<file path="src/rtl/pipeline_ctrl_pkg.sv">
// Shared types and encodings for the pipeline hazard controller.
package pipeline_ctrl_pkg;

  localparam int REG_ADDR_W_DEF = 5;

  typedef enum logic [1:0] {
    ST_RUN    = 2'd0,
    ST_DRAIN  = 2'd1,
    ST_VECTOR = 2'd2,
    ST_HALT   = 2'd3
  } ctrl_state_e;

  localparam logic [2:0] PC_SEQ    = 3'd0;
  localparam logic [2:0] PC_BRANCH = 3'd1;
  localparam logic [2:0] PC_JUMP   = 3'd2;
  localparam logic [2:0] PC_EPC    = 3'd3;
  localparam logic [2:0] PC_VECTOR = 3'd4;

endpackage

</file>
<file path="src/rtl/hazard_detect.sv">
// Load-use comparator: EX load whose destination feeds an operand read in ID.
// Kept standalone so forwarding logic can share the same compare.
module hazard_detect
  import pipeline_ctrl_pkg::*;
#(
  parameter int REG_ADDR_W = REG_ADDR_W_DEF
) (
  input  logic [REG_ADDR_W-1:0] i_id_rs,
  input  logic [REG_ADDR_W-1:0] i_id_rt,
  input  logic                  i_id_uses_rs,
  input  logic                  i_id_uses_rt,
  input  logic                  i_ex_mem_read,
  input  logic                  i_ex_reg_write,
  input  logic [REG_ADDR_W-1:0] i_ex_rd,
  output logic                  o_load_use
);

  logic w_rs_hit;
  logic w_rt_hit;

  // $0 is hardwired, so a load targeting it never creates a dependency
  always_comb begin
    w_rs_hit   = i_id_uses_rs && (i_ex_rd == i_id_rs);
    w_rt_hit   = i_id_uses_rt && (i_ex_rd == i_id_rt);
    o_load_use = i_ex_mem_read && i_ex_reg_write && (i_ex_rd != '0) && (w_rs_hit || w_rt_hit);
  end

endmodule

</file>
<file path="src/rtl/pipeline_hazard_controller.sv">
// Central stall/flush/interrupt sequencer for the 5-stage pipeline registers.
//
// state  | meaning
// RUN    | normal issue; resolves halt > branch > load-use > irq > eret > jump
// DRAIN  | PC held, IF/ID bubbled while older instructions retire before the vector
// VECTOR | one cycle steering PC to the interrupt vector, acknowledging the irq
// HALT   | front end frozen, EX/MEM/WB keep retiring until resume
module pipeline_hazard_controller
  import pipeline_ctrl_pkg::*;
#(
  parameter int DRAIN_CYCLES = 3,
  parameter int REG_ADDR_W   = REG_ADDR_W_DEF
) (
  input  logic                  clock,
  input  logic                  resetN,
  input  logic [REG_ADDR_W-1:0] idRs,
  input  logic [REG_ADDR_W-1:0] idRt,
  input  logic                  idUsesRs,
  input  logic                  idUsesRt,
  input  logic                  idJump,
  input  logic                  idEret,
  input  logic                  exMemRead,
  input  logic                  exRegWrite,
  input  logic [REG_ADDR_W-1:0] exRd,
  input  logic                  exBranchTaken,
  input  logic                  exHalt,
  input  logic                  resume,
  input  logic                  irq,
  input  logic                  intEnable,
  output logic                  pcEnable,
  output logic                  ifidEnable,
  output logic                  idexEnable,
  output logic                  exmemEnable,
  output logic                  memwbEnable,
  output logic                  ifidClear,
  output logic                  idexClear,
  output logic                  exmemClear,
  output logic                  memwbClear,
  output logic [2:0]            pcSelect,
  output logic                  epcLoad,
  output logic                  intAck,
  output logic                  halted
);

  // Counter holds remaining drain cycles minus one, so it is loaded with N-1
  localparam logic [3:0] DRAIN_LOAD = 4'(DRAIN_CYCLES - 1);

  ctrl_state_e r_state;
  ctrl_state_e w_state_nx;
  logic [3:0]  r_cnt;
  logic [3:0]  w_cnt_nx;
  logic        w_load_use;

  hazard_detect #(
    .REG_ADDR_W(REG_ADDR_W)
  ) u_hazard_detect (
    .i_id_rs        (idRs),
    .i_id_rt        (idRt),
    .i_id_uses_rs   (idUsesRs),
    .i_id_uses_rt   (idUsesRt),
    .i_ex_mem_read  (exMemRead),
    .i_ex_reg_write (exRegWrite),
    .i_ex_rd        (exRd),
    .o_load_use     (w_load_use)
  );

  // State and drain counter registers
  always_ff @(posedge clock or negedge resetN) begin
    if (!resetN) begin
      r_state <= ST_RUN;
      r_cnt   <= '0;
    end else begin
      r_state <= w_state_nx;
      r_cnt   <= w_cnt_nx;
    end
  end

  // Next state and per-stage controls; reset forces every stage to clear
  always_comb begin
    w_state_nx  = r_state;
    w_cnt_nx    = r_cnt;
    pcEnable    = 1'b1;
    ifidEnable  = 1'b1;
    idexEnable  = 1'b1;
    exmemEnable = 1'b1;
    memwbEnable = 1'b1;
    ifidClear   = 1'b0;
    idexClear   = 1'b0;
    exmemClear  = 1'b0;
    memwbClear  = 1'b0;
    pcSelect    = PC_SEQ;
    epcLoad     = 1'b0;
    intAck      = 1'b0;
    halted      = 1'b0;

    if (!resetN) begin
      ifidClear  = 1'b1;
      idexClear  = 1'b1;
      exmemClear = 1'b1;
      memwbClear = 1'b1;
      w_state_nx = ST_RUN;
      w_cnt_nx   = '0;
    end else begin
      case (r_state)
        ST_RUN: begin
          if (exHalt) begin
            pcEnable   = 1'b0;
            ifidEnable = 1'b0;
            idexClear  = 1'b1;
            w_state_nx = ST_HALT;
          end else if (exBranchTaken) begin
            pcSelect  = PC_BRANCH;
            ifidClear = 1'b1;
            idexClear = 1'b1;
          end else if (w_load_use) begin
            pcEnable   = 1'b0;
            ifidEnable = 1'b0;
            idexClear  = 1'b1;
          end else if (irq && intEnable) begin
            epcLoad    = 1'b1;
            pcEnable   = 1'b0;
            ifidClear  = 1'b1;
            w_cnt_nx   = DRAIN_LOAD;
            w_state_nx = ST_DRAIN;
          end else if (idEret) begin
            pcSelect  = PC_EPC;
            ifidClear = 1'b1;
          end else if (idJump) begin
            pcSelect  = PC_JUMP;
            ifidClear = 1'b1;
          end
        end
        ST_DRAIN: begin
          pcEnable  = 1'b0;
          ifidClear = 1'b1;
          if (exHalt) begin
            // halt wins; pending interrupt is dropped without acknowledge
            ifidEnable = 1'b0;
            idexClear  = 1'b1;
            w_state_nx = ST_HALT;
          end else begin
            if (exBranchTaken) idexClear = 1'b1;
            if (r_cnt == '0) w_state_nx = ST_VECTOR;
            else             w_cnt_nx   = r_cnt - 4'd1;
          end
        end
        ST_VECTOR: begin
          pcSelect   = PC_VECTOR;
          ifidClear  = 1'b1;
          intAck     = 1'b1;
          w_state_nx = ST_RUN;
        end
        ST_HALT: begin
          pcEnable   = 1'b0;
          ifidEnable = 1'b0;
          idexEnable = 1'b0;
          exmemClear = 1'b1;
          halted     = 1'b1;
          if (resume) w_state_nx = ST_RUN;
        end
        default: w_state_nx = ST_RUN;
      endcase
    end
  end

endmodule

</file>
<file path="config.mk">
export PLATFORM = sky130hd
export DESIGN_NAME = pipeline_hazard_controller
export DESIGN_NICKNAME = d
export VERILOG_FILES = /design/src/rtl/pipeline_ctrl_pkg.sv /design/src/rtl/hazard_detect.sv /design/src/rtl/pipeline_hazard_controller.sv
export SDC_FILE = /design/constraint.sdc
export NUM_CORES = 1
export LEC_CHECK = 0
export BUFFER_PORTS_ARGS = -buffer_cell sky130_fd_sc_hd__buf_2
export CAP_MARGIN = 20
export CORE_ASPECT_RATIO = 1.5
export CORE_MARGIN = 2
export CORE_UTILIZATION = 45
export DETAILED_ROUTE_END_ITERATION = 7
export PLACE_DENSITY_LB_ADDON = 0.15
export RECOVER_POWER = 100
export SLEW_MARGIN = 20
export SYNTH_ARGS = -nofsm -noshare
export SYNTH_HDL_FRONTEND = slang
export SYNTH_SLANG_ARGS = --single-unit
</file>
<file path="constraint.sdc">
create_clock -name clock -period 3 [get_ports clock]
set_input_delay 0.6 -clock clock [delete_from_list [all_inputs] [get_ports clock]]
set_output_delay 0.6 -clock clock [all_outputs]
set_load 0.02 [all_outputs]
</file>
# Yosys cells after proc, flatten, opt, wreduce, memory -nomap -nowiden

Index checks and enable logic that the tools add are counted.

Bits in registers: 6
Output and inout port bits: 15

Add/subtract/negate cells: 1
Eq/ne operators: 17
Muxes and demuxes: 66
Reductions and logical operators: 14

Operator list:

| cell                  | count |
|---|---|
| $mux W1               | 37 |
| $mux W2               | 14 |
| $mux W4               | 7 |
| $ne A3 B3 Y1 const B  | 7 |
| $ne A4 B4 Y1 const B  | 4 |
| $eq A5 B5 Y1          | 2 |
| $pmux W2 S4           | 1 |
| $pmux W4 S2           | 1 |
| $reduce_and A7 Y1     | 1 |
| $logic_and A1 B1 Y1   | 6 |
| $pmux W1 S2           | 3 |
| $pmux W3 S2           | 1 |
| $reduce_and A5 Y1     | 1 |
| $reduce_bool A5 Y1    | 1 |
| $eq A2 B2 Y1 const B  | 2 |
| $logic_not A4 Y1      | 1 |
| $reduce_or A2 Y1      | 2 |
| $sub A4 B1 Y4 const B | 1 |
| $mux W3               | 1 |
| $ne A3 B1 Y1 const B  | 1 |
| $pmux W1 S3           | 1 |
| $eq A2 B1 Y1 const B  | 1 |
| $logic_not A2 Y1      | 1 |
| $logic_or A1 B1 Y1    | 1 |

# Depth between registers and ports, before layout

Gate-level depths: netlist (run 1).

Word-level depth: 9
Depth in mapped cells: 8

# Cells and area by module

From an unflattened synthesis (run 1), not the netlist that was laid out.

Cells, all modules: 97
Area total of the unflattened synthesis: 812.0 µm²

By module, submodules not included:

| module                     | instances | cells an instance | area an instance (µm²) |
|---|---|---|---|
| pipeline_hazard_controller | 1         | 80                | 676.9 |
| hazard_detect              | 1         | 17                | 135.1 |

# Least setup slack after synthesis (run 1)

Ideal clock, no wire load.

Path type: input-to-output
From: in exRd[4]
To: out pcSelect[1]
Data arrival time: 2.181 ns
Setup slack: 0.219 ns
Cell stages on the path: 5
Path buffers: 0
Path through: or3_1 o311a_4 nand2_4 nand2_1 nor4_1

Longest elaborated chain between the ends: 9
Elaborated cells between the ends (all ways): 13
Classes of those cells: eq/ne: 2; mux: 5; reduce/logical: 6

Ends and longest elaborated chain:

| element                                       | line                                     | source |
|---|---|---|
| from (decl)                                   | pipeline_hazard_controller.sv:24         | `input logic [REG_ADDR_W-1:0] exRd,` |
| $eq A5 B5 Y1, on equally long branches        | hazard_detect.sv:23, hazard_detect.sv:24 |  |
| $logic_and A1 B1 Y1, on equally long branches | hazard_detect.sv:23, hazard_detect.sv:24 |  |
| $logic_or A1 B1 Y1                            | hazard_detect.sv:25                      | `o_load_use = i_ex_mem_read && i_ex_reg_write && (i_ex_rd != '0) && (w_rs_hit \|\| w_rt_hit);` |
| $logic_and A1 B1 Y1 (*)                       | hazard_detect.sv:25                      |  |
| $mux W2 (*)                                   | pipeline_hazard_controller.sv:115        | `end else if (w_load_use) begin` |
| $mux W2 (*)                                   | pipeline_hazard_controller.sv:111        | `end else if (exBranchTaken) begin` |
| $mux W2 (*)                                   | pipeline_hazard_controller.sv:106        | `if (exHalt) begin` |
| $pmux W3 S2 (*)                               | pipeline_hazard_controller.sv:104        | `case (r_state)` |
| $mux W3 (*)                                   | pipeline_hazard_controller.sv:96         | `if (!resetN) begin` |
| to (decl)                                     | pipeline_hazard_controller.sv:39         | `output logic [2:0] pcSelect,` |

Every way passes the cells marked *; elsewhere a longest branch is shown, timed or not.

# Worst setup path after layout (run 1)

Same ends and word-level chain as after synthesis.

==> metrics, run 1 <==
I/O Pins=43; Inserted Clock Buffers=3; clk_skew=0.007466 ns; H-tree levels=1; Die X=40.41 microns; layout net count=195; Setup crit start kind=primary input; Rel. slew slack=0.6184; yosys warns=0; # resized after CTS=0; Hold WC Path Type=in -> async; Total GRT Usage=0.1955; pwr/cell area=504.3 nW/um^2; Crit Path Class=in -> out; Non-Filler Instances=~180; P_leak=0.4942 nW; max cap viols=0; minimum clock period=2.752 ns; DP Cell Count=176; initial antenna violation count=0; Initial Util=0.4825; CTS tree=done; Routed WL per cell=12.15 microns; Hold Vio Cnt, Final=0; top cells by area, synth=dfrtp_1 (17%), ha_1 (9.8%), xnor2_1 (9.8%); EDFF count, synth=0; grt total ovfl=0; Yosys top cell area share=0.1678; I/O Buffers=40; Mapped Area=894.6 sq um; CTS Hold Bufs=0; Max IR drop VDD=0.4200 mV; P&R area growth vs syn=22.52%; Core Region=~1900 sq um; RSZ-0062 raised after global routing=false; largest net degree at the start of global routing=15; Post-DP HPWL=1794 microns; most common cell after layout, fill and taps aside=buf_2; share of cells above drive strength 1=0.2405; post-synth cell types=39; vias after detailed routing=972; DRC Markers=0; crit-path max FO=10; dominant cell type by area after synthesis=dfrtp_1; Synth Register Bits=6; CTS sink cnt=6; ANT nets after route=0; status=completed; Synth Area per Inst=about 7.5 sq um; CTS Root Cell=clkbuf_4; vias per cell=5.430; commonest cells after routing, fill and taps aside=buf_2 (28), nand2_1 (17), nor2_1 (13), clkbuf_1 (13), xnor2_1 (10); Clock Tree Buf Depth=2; post-synthesis async set-or-reset flop share=1.000; Data arrival, critical path=2.15 ns; die area=2368 sq um; initial drt markers=27; Critical Path End Type=output pin; antenna cells=0; clock latency on the worst-skew pair=0.24 ns; # fillers=185; die height=just under 60 microns; first-pass GRT wire length=3429 microns; DRT Wirelength=2174 microns; Highest Clock Rate=363.3 MHz; clock-pin slew on the worst setup and hold paths=0.04 ns; GP Congestion=0.8863; 1st-pass router iterations=4; final setup fails=0; CP required=roughly 2.4 ns; std cell rows=19; setup TNS=0 ns; worst slew pin tran=about 0.57 ns; postcts setup bufs=0; Seq/Total Area, Yosys=0.1678; Post-Synthesis Cells=120; ys flop type=dfrtp_1; Final Core Density=0.5911; Slew Viols, Final=0; Tcrit/Tclk final=0.9174; vias in the first global route=844
[synthesized netlist by cell type, types with 2 or more instances]
cell / instances
inv_1: 7
nor3_1: 4
a211oi_1: 2
o211ai_1: 2
ha_1: 7
xnor2_1: 10
o21ai_0: 4
and2_1: 3
or3_1: 2
nand4_1: 4
o2111ai_1: 2
nand2b_1: 3
a31o_2: 2
nand2_1: 17
buf_4: 2
a31oi_1: 3
dfrtp_1: 6
nand4b_1: 3
clkbuf_1: 5
nor2_1: 13
[path summary, 6_finish.rpt]
kind,startpoint,endpoint,slack [ns],depth (start not counted)
min reg2reg,r_cnt[2],r_cnt[2],0.62,2
min,resetN,r_state[0],0.28,1
min in group clock,r_cnt[2],r_cnt[2],0.62,2
max in group asynchronous,resetN,r_cnt[3],1.88,2
max reg2reg,r_state[1],r_cnt[3],0.96,6
max,exRd[4],pcSelect[1],0.25,7
[cell type report]
| type | instances | area [sq um] | share of cell area |
|---|---|---|---|
| clock buffer | 3 | 22.52 | 0.02055 |
| inverter | 7 | 26.28 | 0.02397 |
| multi-input combinational | 101 | 681.9 | 0.6221 |
| sequential | 6 | 150.1 | 0.1370 |
| tap | 21 | 26.28 | 0.02397 |
| timing repair buffer | 41 | 188.9 | 0.1724 |
[critical path: stages]
cell	delay, ns
buf_2	0.12
or3_1	0.38
o311a_4	0.34
nand2_4	0.13
nand2_1	0.06
nor4_1	0.26
clkbuf_1	0.26
[report_power, final]
| part | internal (mW) | leakage [nW] | switching, mW | total [mW] |
|---|---|---|---|---|
| Sequential | 0.0947 | 0.0817 | 0.0139 | 0.109 |
| Combinational | 0.139 | 0.399 | 0.235 | 0.373 |
| Clock | 0.0450 | 0.0138 | 0.0258 | 0.0708 |
| Total | 0.278 | 0.494 | 0.274 | 0.553 |
[kinds of logic after synthesis]
logic type / after synthesis / synth area share
xor+xnor: 10 / 0.09790
compound gates: 27 / 0.2574
flops: 6 / 0.1678
fa+ha+maj: 7 / 0.09790
buf+inv: 14 / 0.06714
simple gates: 55 / 0.3077
other cells: 1 / 0.004192
[per-layer routing]
layer,track usage,vias to the layer above,wire (microns)
met5,0,-,0
li1,-,504,-
met2,0.3356,27,1086
met4,0.01429,0,0
met1,0.2649,441,962
met3,0.02264,0,125
[through the flow]
step                      power (mW)  cell area, sq um  hold slack (ns)  setup slack (ns)
after floorplan               0.3961             898.4           0.3044            0.2194
after global placement        0.4952              1099           0.4432            0.3379
after detailed placement      0.4983              1099           0.4476            0.3217
after CTS                     0.5740              1121           0.1995            0.3122
after global routing          0.6093              1096           0.3058           0.09412
final                         0.5527              1096           0.2821            0.2478
[flip-flops by register name, summed over array words and instances, names as in the netlist]
name     cells
r_state      2
r_cnt        4
(Power assumes the default switching activity.)
==> run 2: changes to the inputs <==
- RECOVER_POWER: 100 -> default
- clock period: 3 -> 3.2 ns (I/O delays scaled with it)
==> run 2 against run 1 <==
Effect of this change: combinational power decreased by 2%; clock power decreased by 5.5%; final cell count unchanged; utilization increased by 1.3 points; worst setup slack improved by 0.20 ns; critical path depth unchanged; power decreased by 3.5%; via count increased by 0.10%; largest cell class unchanged; highest routed layer unchanged.
==> metrics, run 2 (synthesis results as in run 1) <==
I/O Pins=43; setup TNS=0 ns; max cap viols=0; clock-pin slew on the worst setup and hold paths=roughly 0.04 ns; Post-DP HPWL=1794 microns; ANT nets after route=0; # resized after CTS=0; die area=roughly 2400 sq um; Final Core Density=0.6046; Max IR drop VDD=0.4104 mV; crit-path max FO=10; postcts setup bufs=0; # fillers=around 170; most common cell after layout, fill and taps aside=buf_2; std cell rows=19; Clock Tree Buf Depth=2; Hold WC Path Type=in -> async; CP required=2.56 ns; worst slack, placed=0.4417 ns; Highest Clock Rate=approximately 360 MHz; NetSw=261.1 uW; most used cell, CP=buf_2; minimum clock period=2.755 ns; P_leak=0.5383 nW; RSZ-0062 raised after global routing=false; CP Cell Sequence=buf_2 > or3_1 > o311a_4 > nand2_4 > nand2_1 > nor4_1 > buf_2; crit path launch=exRd[4]; Tcrit/Tclk final=0.8611; reg2reg path depth=6; Setup WS post-layout=0.4446 ns; largest registers=r_cnt x4, r_state x2; antenna cells=0; critical path depth=7; P&R area growth vs syn=25.32%; die height=58.61 microns; final setup fails=0; r2r endpoint=r_cnt[3]; pwr/cell area=475.8 nW/um^2; vias after detailed routing=a little under 1000; initial antenna violation count=0; commonest cells after routing, fill and taps aside=buf_2 (40), nand2_1 (17), nor2_1 (13); Crit Path Class=in -> out; Flop pwr share=0.190; GP Congestion=between 0.8 and 0.9; Inserted Clock Buffers=3; Worst Setup EP=pcSelect[1]; DP Cell Count=176; Total GRT Usage=0.1955; Non-Filler Cell Area, Final=1121 sq um; total power=533.4 uW; Top delay family on crit path=simple AND/OR/NAND/NOR gates; Buf+Inv Stages, Crit Path=2; CTS tree=done; Max stage delay cell, worst path=or3_1; Crit Reg-Reg Startpoint=r_state[1]; Setup crit start kind=primary input; Critical Path End Type=output pin; H-tree levels=1; CTS Root Cell=clkbuf_4; most flop-heavy register=r_cnt; share of cells above drive strength 1=0.3291; Hold Vio Cnt, Final=0; CTS sink cnt=6; Die X=40.41 microns; Core Region=1854 sq um; Routed WL per cell=11.97 microns; clock latency on the worst-skew pair=about 0.24 ns; 1st-pass router iterations=4; max incr delay on CP=0.38 ns; Non-Filler Instances=around 180; WHS=about 0.24 ns; clk_skew=0.008930 ns; clock power share=0.125; layout net count=195; Placed Area=1099 sq um; initial drt markers=15; P_int=272.4 uW; largest net degree at the start of global routing=15; CTS Hold Bufs=0; grt total ovfl=0; Sw Ratio=0.4894; vias in the first global route=844; vias per cell=between 5 and 6; DRC Markers=0; Data arrival, critical path=2.12 ns; DRT Wirelength=2142 microns; max reg flops=4; Initial Util=0.4825; Slew Viols, Final=0; FF-to-FF setup slack=1.25 ns; Gate power share=0.684; status=completed; I/O Buffers=40; first-pass GRT wire length=3429 microns
## run 2: final cells by class
type	count	area (sq um)	area share
clock buffer	3	22.52	0.02009
inverter	7	26.28	0.02344
multi-input combinational	101	688.2	0.6138
sequential	6	150.1	0.1339
tap	21	26.28	0.02344
timing repair buffer	41	207.7	0.1853
## run 2: routing by layer
layer | track usage | wire (microns) | up-vias
li1 | - | - | 507
met1 | 0.2649 | 935 | 439
met2 | 0.3356 | 1082 | 27
met3 | 0.02264 | 125 | 0
met4 | 0.01429 | 0 | 0
met5 | 0 | 0 | -
## run 2: power groups by stage
| stage | combinational (mW) | clock (mW) | sequential [mW] |
|---|---|---|---|
| floorplan | 0.270 | 0 | 0.101 |
| global placement | 0.361 | 0 | 0.103 |
| detailed placement | 0.364 | 0 | 0.103 |
| CTS | 0.366 | 0.0704 | 0.102 |
| global route | 0.407 | 0.0746 | 0.104 |
| finish | 0.365 | 0.0669 | 0.102 |
## run 2: worst min path at each step
stage               startpoint    endpoint  slack, ns
floorplan               resetN    r_cnt[0]       0.34
global placement        resetN  r_state[0]       0.48
detailed placement      resetN  r_state[0]       0.49
CTS                     resetN  r_state[0]       0.24
global route            resetN  r_state[1]       0.25
finish                  resetN  r_state[0]       0.24
==> run 3: changes to the inputs <==
- CORE_ASPECT_RATIO: 1.5 -> 0.8
==> run 3 against run 2 <==
Effect of this change: final cell count increased by 1.7%; utilization decreased by 0.45 points; clock power increased by 5.8%; hold slack improved by 0.14 ns; critical path depth unchanged; fmax decreased by 0.27%; critical endpoint is now pcEnable; largest cell class unchanged.
==> metrics, run 3 (synthesis results as in run 1) <==
GP Congestion=~0.85; pwr/cell area=484.7 nW/um^2; share of cells above drive strength 1=0.3291; DRT Wirelength=2232 microns; FF-to-FF setup slack=1.20 ns; CTS sink cnt=6; WHS=0.3798 ns; max reg flops=4; Die X=about 54 microns; clock-pin slew on the worst setup and hold paths=around 0.05 ns; crit-path max FO=10; RSZ-0062 raised after global routing=false; std cell rows=14; clk_skew=0.006757 ns; reg2reg path depth=6; minimum clock period=2.763 ns; grt total ovfl=0; final setup fails=0; clock latency on the worst-skew pair=between 0.2 and 0.3 ns; DRC Markers=0; Tcrit/Tclk final=0.8634; crit path launch=exRd[4]; 1st-pass router iterations=4; Clock Tree Buf Depth=2; CP required=2.56 ns; Critical Path End Type=output pin; # resized after CTS=0; r2r endpoint=r_cnt[3]; area of the multi-input gates=688.2 sq um; most common cell after layout, fill and taps aside=buf_2; vias after detailed routing=997; Hold Vio Cnt, Final=0; CTS Hold Bufs=0; Setup crit start kind=primary input; Non-Filler Instances=around 180; Data arrival, critical path=around 2.1 ns; postcts setup bufs=0; Routed WL per cell=12.26 microns; Non-Filler Cell Area, Final=1125 sq um; commonest cells after routing, fill and taps aside=buf_2 (40), nand2_1 (17), nor2_1 (13); # fillers=180; I/O Pins=43; antenna cells=0; Reg area=150.1 sq um; layout net count=195; DP Cell Count=179; total power=545.3 uW; status=completed; max cap viols=0; die height=~44 microns; ANT nets after route=0; Crit Reg-Reg Startpoint=r_state[1]; largest registers=r_cnt x4, r_state x2; initial antenna violation count=0; P_leak=0.5383 nW; CTS Root Cell=clkbuf_4; I/O Buffers=40; most flop-heavy register=r_cnt; P&R area growth vs syn=25.73%; Core Region=1874 sq um; Max IR drop VDD=0.2504 mV; Highest Clock Rate=361.9 MHz; H-tree levels=1; Crit Path Class=in -> out; Post-DP HPWL=1793 microns; vias in the first global route=884; initial drt markers=23; Placed Area=1102 sq um; Inserted Clock Buffers=3; Total GRT Usage=0.2081; CTS tree=done; Initial Util=0.4773; first-pass GRT wire length=around 3600 microns; die area=approximately 2400 sq um; vias per cell=about 5.5; Hold WC Path Type=in -> async; Slew Viols, Final=0; Worst Setup EP=pcEnable; largest net degree at the start of global routing=23; setup TNS=0 ns
## run 3: cell counts in the layout (fill, tap and decap cells not counted)
Identical to the previous run, type by type.
## run 3: final cells by class
cell class / instances / share of cell area
Sequential cell: 6 / 0.1335
Multi-Input combinational cell: 101 / 0.6118
Tap cell: 24 / 0.02670
Inverter: 7 / 0.02336
Clock buffer: 3 / 0.02002
Timing Repair Buffer: 41 / 0.1846
## run 3: how the worst min path moves through the flow
stage             start  endpoint
5_1_grt          resetN  r_cnt[1]
2_1_floorplan    resetN  r_cnt[0]
3_5_place_dp   r_cnt[2]  r_cnt[2]
4_1_cts          resetN  r_cnt[1]
3_3_place_gp   r_cnt[2]  r_cnt[2]
6_report         resetN  r_cnt[3]
## run 3: per-layer routing
metal	part of all wire	track usage	vias to the layer above	wire length [microns]
met5	0	0	-	0
met4	0.015	0.05641	0	33
met3	0.077	0.05862	4	172
met2	0.47	0.3537	49	1045
met1	0.44	0.2548	440	980
li1	-	-	504	-
## run 3: power by group
| group | total, mW | internal, mW | switching (mW) |
|---|---|---|---|
| Clock | 0.0708 | 0.0425 | 0.0283 |
| Combinational | 0.370 | 0.142 | 0.228 |
| Sequential | 0.104 | 0.0887 | 0.0156 |
## run 3: critical path, cell delays in order
cell      delay (ns)
buf_2           0.12
or3_1           0.39
o311a_4         0.34
nand2_4         0.13
a21oi_1         0.08
o311ai_1        0.22
buf_2           0.21
## run 3: stage by stage
step / worst slack [ns] / utilization
2_1_floorplan: 0.3394 / -
3_3_place_gp: 0.4646 / 0.5881
3_5_place_dp: 0.4359 / 0.5881
4_1_cts: 0.4319 / 0.6001
5_1_grt: 0.2434 / 0.6001
6_report: 0.4372 / 0.6001
